`src/rtl/constraint_stim_gen.sv`:
```
// constraint_stim_gen: LFSR-driven generator of (a,b) pairs satisfying (a==0)||(b!=0),
// streamed over valid/ready with rejection sampling and a bounded retry budget.
module constraint_stim_gen #(
    parameter int          A_W       = 15,
    parameter int          B_W       = 12,
    parameter logic [31:0] SEED      = 32'hACE12468,
    parameter int          MAX_TRIES = 16
) (
    input  logic           clk,
    input  logic           rst_n,
    input  logic           start,
    input  logic [15:0]    count,
    input  logic [1:0]     mode,
    output logic           busy,
    output logic           out_valid,
    input  logic           out_ready,
    output logic [A_W-1:0] out_a,
    output logic [B_W-1:0] out_b,
    output logic           done,
    output logic           fail,
    output logic [15:0]    rej_cnt
);
    typedef enum logic [1:0] {IDLE, GEN, HOLD, DONE} state_t;
    localparam int          TW   = $clog2(MAX_TRIES + 1);
    localparam logic [31:0] TAPS = 32'h80200003;

    state_t         state_q, state_d;
    logic [31:0]    lfsr_q, lfsr_d, lfsr_nxt;
    logic [15:0]    remaining_q, remaining_d;
    logic [15:0]    rej_q, rej_d;
    logic [1:0]     mode_q, mode_d;
    logic [TW-1:0]  tries_q, tries_d;
    logic           fail_q, fail_d;
    logic           valid_q, valid_d;
    logic [A_W-1:0] a_q, a_d, cand_a;
    logic [B_W-1:0] b_q, b_d, cand_b;
    logic           sat;

    always_comb begin
        cand_a   = mode_q[1] ? '0 : lfsr_q[A_W-1:0];
        cand_b   = mode_q[0] ? '0 : lfsr_q[31:32-B_W];
        sat      = (cand_a == '0) || (cand_b != '0);
        lfsr_nxt = {1'b0, lfsr_q[31:1]} ^ (lfsr_q[0] ? TAPS : 32'h0);
    end

    always_comb begin
        state_d     = state_q;
        lfsr_d      = lfsr_q;
        remaining_d = remaining_q;
        rej_d       = rej_q;
        mode_d      = mode_q;
        tries_d     = tries_q;
        fail_d      = fail_q;
        valid_d     = valid_q;
        a_d         = a_q;
        b_d         = b_q;
        case (state_q)
            IDLE: if (start) begin
                remaining_d = count;
                mode_d      = mode;
                lfsr_d      = SEED;
                tries_d     = '0;
                rej_d       = '0;
                fail_d      = 1'b0;
                state_d     = (count == 16'd0) ? DONE : GEN;
            end
            GEN: begin
                lfsr_d = lfsr_nxt;
                if (sat) begin
                    a_d     = cand_a;
                    b_d     = cand_b;
                    valid_d = 1'b1;
                    tries_d = '0;
                    state_d = HOLD;
                end else begin
                    rej_d   = (rej_q == 16'hFFFF) ? rej_q : rej_q + 16'd1;
                    tries_d = tries_q + TW'(1);
                    if (tries_q == TW'(MAX_TRIES - 1)) begin
                        fail_d  = 1'b1;
                        state_d = IDLE;
                    end
                end
            end
            HOLD: if (out_ready) begin
                valid_d     = 1'b0;
                remaining_d = remaining_q - 16'd1;
                state_d     = (remaining_q == 16'd1) ? DONE : GEN;
            end
            default: state_d = IDLE;
        endcase
    end

    always_ff @(posedge clk or negedge rst_n) begin
        if (!rst_n) begin
            state_q     <= IDLE;
            lfsr_q      <= SEED;
            remaining_q <= '0;
            rej_q       <= '0;
            mode_q      <= '0;
            tries_q     <= '0;
            fail_q      <= 1'b0;
            valid_q     <= 1'b0;
            a_q         <= '0;
            b_q         <= '0;
        end else begin
            state_q     <= state_d;
            lfsr_q      <= lfsr_d;
            remaining_q <= remaining_d;
            rej_q       <= rej_d;
            mode_q      <= mode_d;
            tries_q     <= tries_d;
            fail_q      <= fail_d;
            valid_q     <= valid_d;
            a_q         <= a_d;
            b_q         <= b_d;
        end
    end

    assign busy      = (state_q != IDLE);
    assign done      = (state_q == DONE);
    assign out_valid = valid_q;
    assign out_a     = a_q;
    assign out_b     = b_q;
    assign fail      = fail_q;
    assign rej_cnt   = rej_q;
endmodule

```
`config.mk`:
```
export PLATFORM = sky130hd
export DESIGN_NAME = constraint_stim_gen
export DESIGN_NICKNAME = d
export VERILOG_FILES = /design/src/rtl/constraint_stim_gen.sv
export SDC_FILE = /design/constraint.sdc
export NUM_CORES = 1
export LEC_CHECK = 0
export ABC_AREA = 1
export BUFFER_PORTS_ARGS = -buffer_cell sky130_fd_sc_hd__buf_4
export CORE_MARGIN = 3
export CORE_UTILIZATION = 45
export CTS_CLUSTER_SIZE = 14
export DETAILED_ROUTE_END_ITERATION = 6
export GPL_TIMING_DRIVEN = 0
export MAX_ROUTING_LAYER = met4
export PLACE_DENSITY = 0.72
export SETUP_SLACK_MARGIN = 0.4
export SYNTH_ARGS = -nofsm -noshare
export SYNTH_HDL_FRONTEND = slang
export SYNTH_SLANG_ARGS = --single-unit
```
`constraint.sdc`:
```
create_clock -name clk -period 1.85 [get_ports clk]
set_input_delay 0.185 -clock clk [delete_from_list [all_inputs] [get_ports clk]]
set_output_delay 0.185 -clock clk [all_outputs]
set_load 0.02 [all_outputs]
```
Yosys cells after proc, flatten, opt, wreduce, memory -nomap -nowiden
Cells that the tools add are included.
Widths: inputs -> output; s select.
{"block": "totals", "register_bits": 102, "input_bits": 22, "out_inout_bits": 47, "wordCells": 73}
{"block": "classes", "n_addsub": 3, "eq_ne": 13, "mux": 29, "n_bitwise": 1, "reduce_logical": 17}
{"op": "$mux 16", "n": 5}
{"op": "$mux 32", "n": 2}
{"op": "$pmux 16 s2", "n": 2}
{"op": "$pmux 32 s2", "n": 1}
{"op": "$xor 31x32->32", "n": 1}
{"op": "$add 16x1->16 const B", "n": 1}
{"op": "$eq 16x1->1 const B", "n": 1}
{"op": "$eq 16x16->1 const B", "n": 1}
{"op": "$logic_not 16->1", "n": 1}
{"op": "$sub 16x1->16 const B", "n": 1}
{"op": "$logic_not 15->1", "n": 1}
{"op": "$mux 15", "n": 1}
{"op": "$mux 12", "n": 1}
{"op": "$mux 2", "n": 6}
{"op": "$ne 2x2->1 const B", "n": 6}
{"op": "$reduce_bool 12->1", "n": 1}
{"op": "$mux 5", "n": 2}
{"op": "$pmux 5 s2", "n": 1}
{"op": "$reduce_and 3->1", "n": 3}
{"op": "$reduce_and 4->1", "n": 2}
{"op": "$reduce_bool 2->1", "n": 4}
{"op": "$pmux 2 s3", "n": 1}
{"op": "$reduce_and 2->1", "n": 3}
{"op": "$add 5x1->5 const B", "n": 1}
{"op": "8 further kinds", "n": 14}

Logic depth before layout (Yosys ltp)
{"block": "logic_depth", "word_depth": 5, "ltp_mapped": 14, "depth_no_buf": 11}

Worst setup path before layout
No wires, ideal clock.
{"block": "synth_timing", "path_kind": "reg-to-reg", "startpoint": "register rej_q[0] (netlist: rej_cnt[0])", "endpoint": "register rej_q[9] (netlist: rej_cnt[9])", "setup_time_ns": 0.074, "t_arrival_ns": 1.732, "slack_ns": 0.044, "path_stages_with_launch": 12, "path_buffers": 2, "synth_period_minus_slack_ns": 1.806, "path_cell_list": "dfrtp_1 -> ha_1 -> nand2_1 -> nor3_4 -> nand3_1 -> nor2_1 -> nor2_2 -> nand2_2 -> buf_6 -> buf_6 -> nand2_2 -> o21ai_2"}
{"block": "synth_between", "elab_chain_cells": 4, "elab_cells_between_ends": 7, "classes_between": "add/sub: 1; eq/ne: 2; mux: 3; reduce/logical: 1"}
{"element": "from (decl)", "line": "30", "rtl": "logic [15:0] rej_q, rej_d;"}
{"element": "from (signal assigned)", "line": "109", "rtl": "rej_q <= rej_d;"}
{"element": "$add 16x1->16", "line": "76", "rtl": "rej_d = (rej_q == 16'hFFFF) ? rej_q : rej_q + 16'd1;"}
{"element": "$mux 16", "line": "76"}
{"element": "$mux 16", "line": "69", "rtl": "if (sat) begin"}
{"element": "$pmux 16 s2", "line": "57", "rtl": "case (state_q)"}
Parallel ways exist; a longest one is shown, timed or not. The select of a mux whose other input is x is not followed.
A chain may end at the register's enable or synchronous reset.

Final worst setup path
{"block": "layout_timing", "startpoint": "register lfsr_q[0]", "endpoint": "register b_q[7] (netlist: out_b[7])"}
{"block": "layout_between", "elab_chain_cells": 4}
{"element": "from (decl)", "line": "28", "rtl": "logic [31:0] lfsr_q, lfsr_d, lfsr_nxt;"}
{"element": "from (signal assigned)", "line": "107", "rtl": "lfsr_q <= lfsr_d;"}
{"element": "$mux 15", "line": "40", "rtl": "cand_a = mode_q[1] ? '0 : lfsr_q[A_W-1:0];"}
{"element": "$logic_not 15->1", "line": "42", "rtl": "sat = (cand_a == '0) || (cand_b != '0);"}
{"element": "$logic_or 1x1->1", "line": "42"}
{"element": "$reduce_and 2->1 (no source line)"}
{"element": "to (signal assigned)", "line": "104", "rtl": "b_q <= '0;"}
{"element": "to (signal assigned)", "line": "115", "rtl": "b_q <= b_d;"}
{"element": "to (decl)", "line": "36", "rtl": "logic [B_W-1:0] b_q, b_d, cand_b;"}
No other way between the ends.

==> results.md <==
* Delay-heaviest family, CP: buffers and inverters
* GRT Total Usage at a little under a quarter
* Number of synthesis warnings at 0
* WL final at approximately 16 mm
* Crit-path max cell delay at about 0.37 ns
* Reg2Reg Setup Slack at -0.02 ns
* Initial antenna violation count at 0
* CTS Root Cell: clkbuf_16
* GPL Wtd Cong at 0.920
* Port Buffers at 68
* DIE WIDTH at between 100 and 150 um
* Mapped cell area at approximately 5200 sq um
* Num CTS Buffers at 9
* Worst setup slack after layout at -0.0151 ns
* CP max-delay cell: dfrtp_1
* DRT antenna net count at 0
* First-pass GRT wire length at 23.7 mm
* Tcrit/Tclk final at 101%
* Layout cells sized above 1 at about 46%
* Fin. Hold Viols at 83
* Vias in the first global route at approximately 5000
* Worst setup EP type: flop
* Worst-Margin Slew at ~0.9 ns
* Synth Register Bits at a little over 100
* Pin count of the biggest net entering global routing at between 100 and 150
* Synth Instances at between 600 and 700
* Final min period at 1.87 ns
* Yosys cell types at 34
* Status: complete, but fails checks
* Leak pwr at ~3.6 nW
* Rel. slew slack at between 30 and 40%
* Clock slew at reported path FFs at roughly 0.080 ns
* Worst-Skew Late Latency at between 0.3 and 0.4 ns
* TNS Setup at -0.0467 ns
* # clock sinks at slightly above 100
* Syn nets at between 600 and 700
* Io pins at 69
* WS Path Type: flop to flop
* VDD IR max at ~1100 uV
* Post-detail-place hpwl at between 9 and 10 mm
* CP required at ~2.1 ns
* Die Ht at 113 um
* DRC violations left at 0
* Most used cell, CP: nand2_2
* Final Net Count at 807
* Fin Clk Skew at roughly 0.013 ns
* DRT Pass-1 Iters at 5
* Max_cap viols at 0
* Diode count at 0
* Die area at ~13000 sq um
* Worst hold path class: input pin to asynchronous set/reset pin
* Reg-to-Reg Start: lfsr_q[0]
* Core area at between 10000 and 15000 sq um
* Area Overhead vs Synth at 48.3%
* Critical Path, Cell by Cell: buf_4 > o21ai_1 > nand2_1 > nor2_2 > nand2_2 > nand2_2 > nand2_4 > buf_12 > buf_12 > clkbuf_16 > nand2_2 > o21ai_1
* Htree depth at 3
* CP Buf/Inv Count at 4
* Row count at 38
* Routed vias at 5097
* Pwr Density at approximately 1700 nW/um^2
* Slew Limit Fails at 0
* Avg Cell Area, Syn at between 8 and 9 sq um
* Vias/cell at roughly 5.5
* Hold Slack at -0.0523 ns
* Failing checks: hold timing, setup timing
* WL/cell at approximately 17 um
* Setup-failing EPs final at 6
* Unrepaired setup endpoints after global routing: yes
* Grt total ovfl at 0
* Seq/Total Area, Yosys at between 40% and 50%
* FF-to-FF End: out_b[7]
* Initial DRC count at 437
* Crit start category: flop
* Fin util at 69.6%
* R2R cell count at 12
* CP Max Fanout at 7
* Arrival @ worst endpoint at approximately 2.1 ns
* Fmax at between 500 and 600 MHz
* Initial core utilization at between 40% and 50%
* Maximum buffer depth of the clock tree at 2
* CTS tree: done
[Yosys cell counts, drive strengths merged]
cell,instances,area share (%)
dfrtp,89,43
xor2,10,1.7
nand3,37,3.6
nor3,5,0.91
nand2,186,14
o211ai,11,1.6
o21bai,3,0.43
inv,60,4.3
o22ai,14,1.7
o21ai,87,9.1
or2,8,0.96
a21oi,9,0.87
xnor2,5,0.84
buf,15,2.0
a22oi,2,0.29
nor3b,2,0.29
ha,5,1.2
clkbuf,11,0.82
nand3b,1,0.14
nand4,4,0.48
dfstp,13,6.6
nor2,63,5.3
[layout make-up]
| cell class | count | area [sq um] |
|---|---|---|
| multi-input cells | 452 | 2870 |
| repair buffers | 129 | 1200 |
| inverters | 60 | 253 |
| fillers | 810 | 3370 |
| plain buffers | 26 | 329 |
| clock buffers | 9 | 225 |
| well taps | 140 | 175 |
| flip-flops and latches | 102 | 2580 |
| clock inverters | 7 | 78.8 |
[kinds of logic after synthesis]
| logic type | after synthesis | share of synthesized area (%) |
|---|---|---|
| AO/OA/AOI/OAI | 126 | 14.0 |
| AND/OR/NAND/NOR | 306 | 25.7 |
| XOR/XNOR | 15 | 2.53 |
| adder cells (fa/ha/maj) | 5 | 1.20 |
| flip-flops | 102 | 49.4 |
| buffers and inverters | 86 | 7.19 |
[layout by cell type, fill, tap and decap left out, drive strengths merged]
master and instances:
nand2 186, nor3b 2, buf 139, a21oi 9
clkinv 2, nor2 63, o22ai 14, nor3 5
o21ai 87, nand4 4, o21bai 3, xnor2 5
xor2 10, or2 8, o211ai 11, nand3 37
clkbuf 25, ha 5, a22oi 2, clkinvlp 2
dfstp 13, inv 62, bufinv 1, dfrtp 89
nand3b 1
[power by group]
group	internal (mW)	total (mW)	switching (mW)
Clock	1.07	1.98	0.911
Combinational	3.44	7.55	4.11
Sequential	3.11	3.81	0.701
[state kept, by name, indices dropped and copies added (netlist names)]
| name | count |
|---|---|
| fail | 1 |
| remaining_q | 16 |
| out_b | 12 |
| tries_q | 5 |
| lfsr_q | 32 |
| out_valid | 1 |
| out_a | 15 |
| rej_cnt | 16 |
| mode_q | 2 |
| state_q | 2 |
[metrics by stage]
step	hold slack, ns	setup slack (ns)	total power [mW]	cell area, sq um	instances
2_1_floorplan	-0.111	0.132	6.67	5270	640
4_1_cts	0.0367	0.111	11.1	6740	897
6_report	-0.0523	-0.0151	13.3	7710	925
5_1_grt	0.0277	-0.0548	14.1	7710	925
3_5_place_dp	0.400	-0.0571	8.15	5960	848
3_3_place_gp	0.396	-0.0525	8.03	5960	848
[layer usage]
metal | vias up | wire length (um) | GRT usage (%)
met4 | 0 | 473 | 9.94
met1 | 2489 | 6570 | 30.4
met3 | 43 | 841 | 4.08
met5 | - | 0 | -
met2 | 197 | 7880 | 36.6
li1 | 2368 | - | -
[timing repair]
| action | 4_1_cts | 5_1_grt |
|---|---|---|
| setup endpoints to repair | 97 | 100 |
| gates cloned | 3 | 7 |
| pin swaps | 16 | 29 |
| hold buffers | 0 | 0 |
| buffers inserted | 30 | 21 |
| resized for setup | 83 | 193 |
[worst max-delay path by stage]
stage                          start  depth (start not counted)     endpoint
after floorplan           rej_cnt[0]                         11   rej_cnt[9]
after global placement    state_q[0]                         10  rej_cnt[10]
after detailed placement  state_q[0]                         10  rej_cnt[10]
after CTS                  mode_q[0]                         14   rej_cnt[9]
after global routing       lfsr_q[0]                         12     out_b[7]
final                      lfsr_q[0]                         12     out_b[7]
Note: power is estimated with default switching activity, not from simulation.
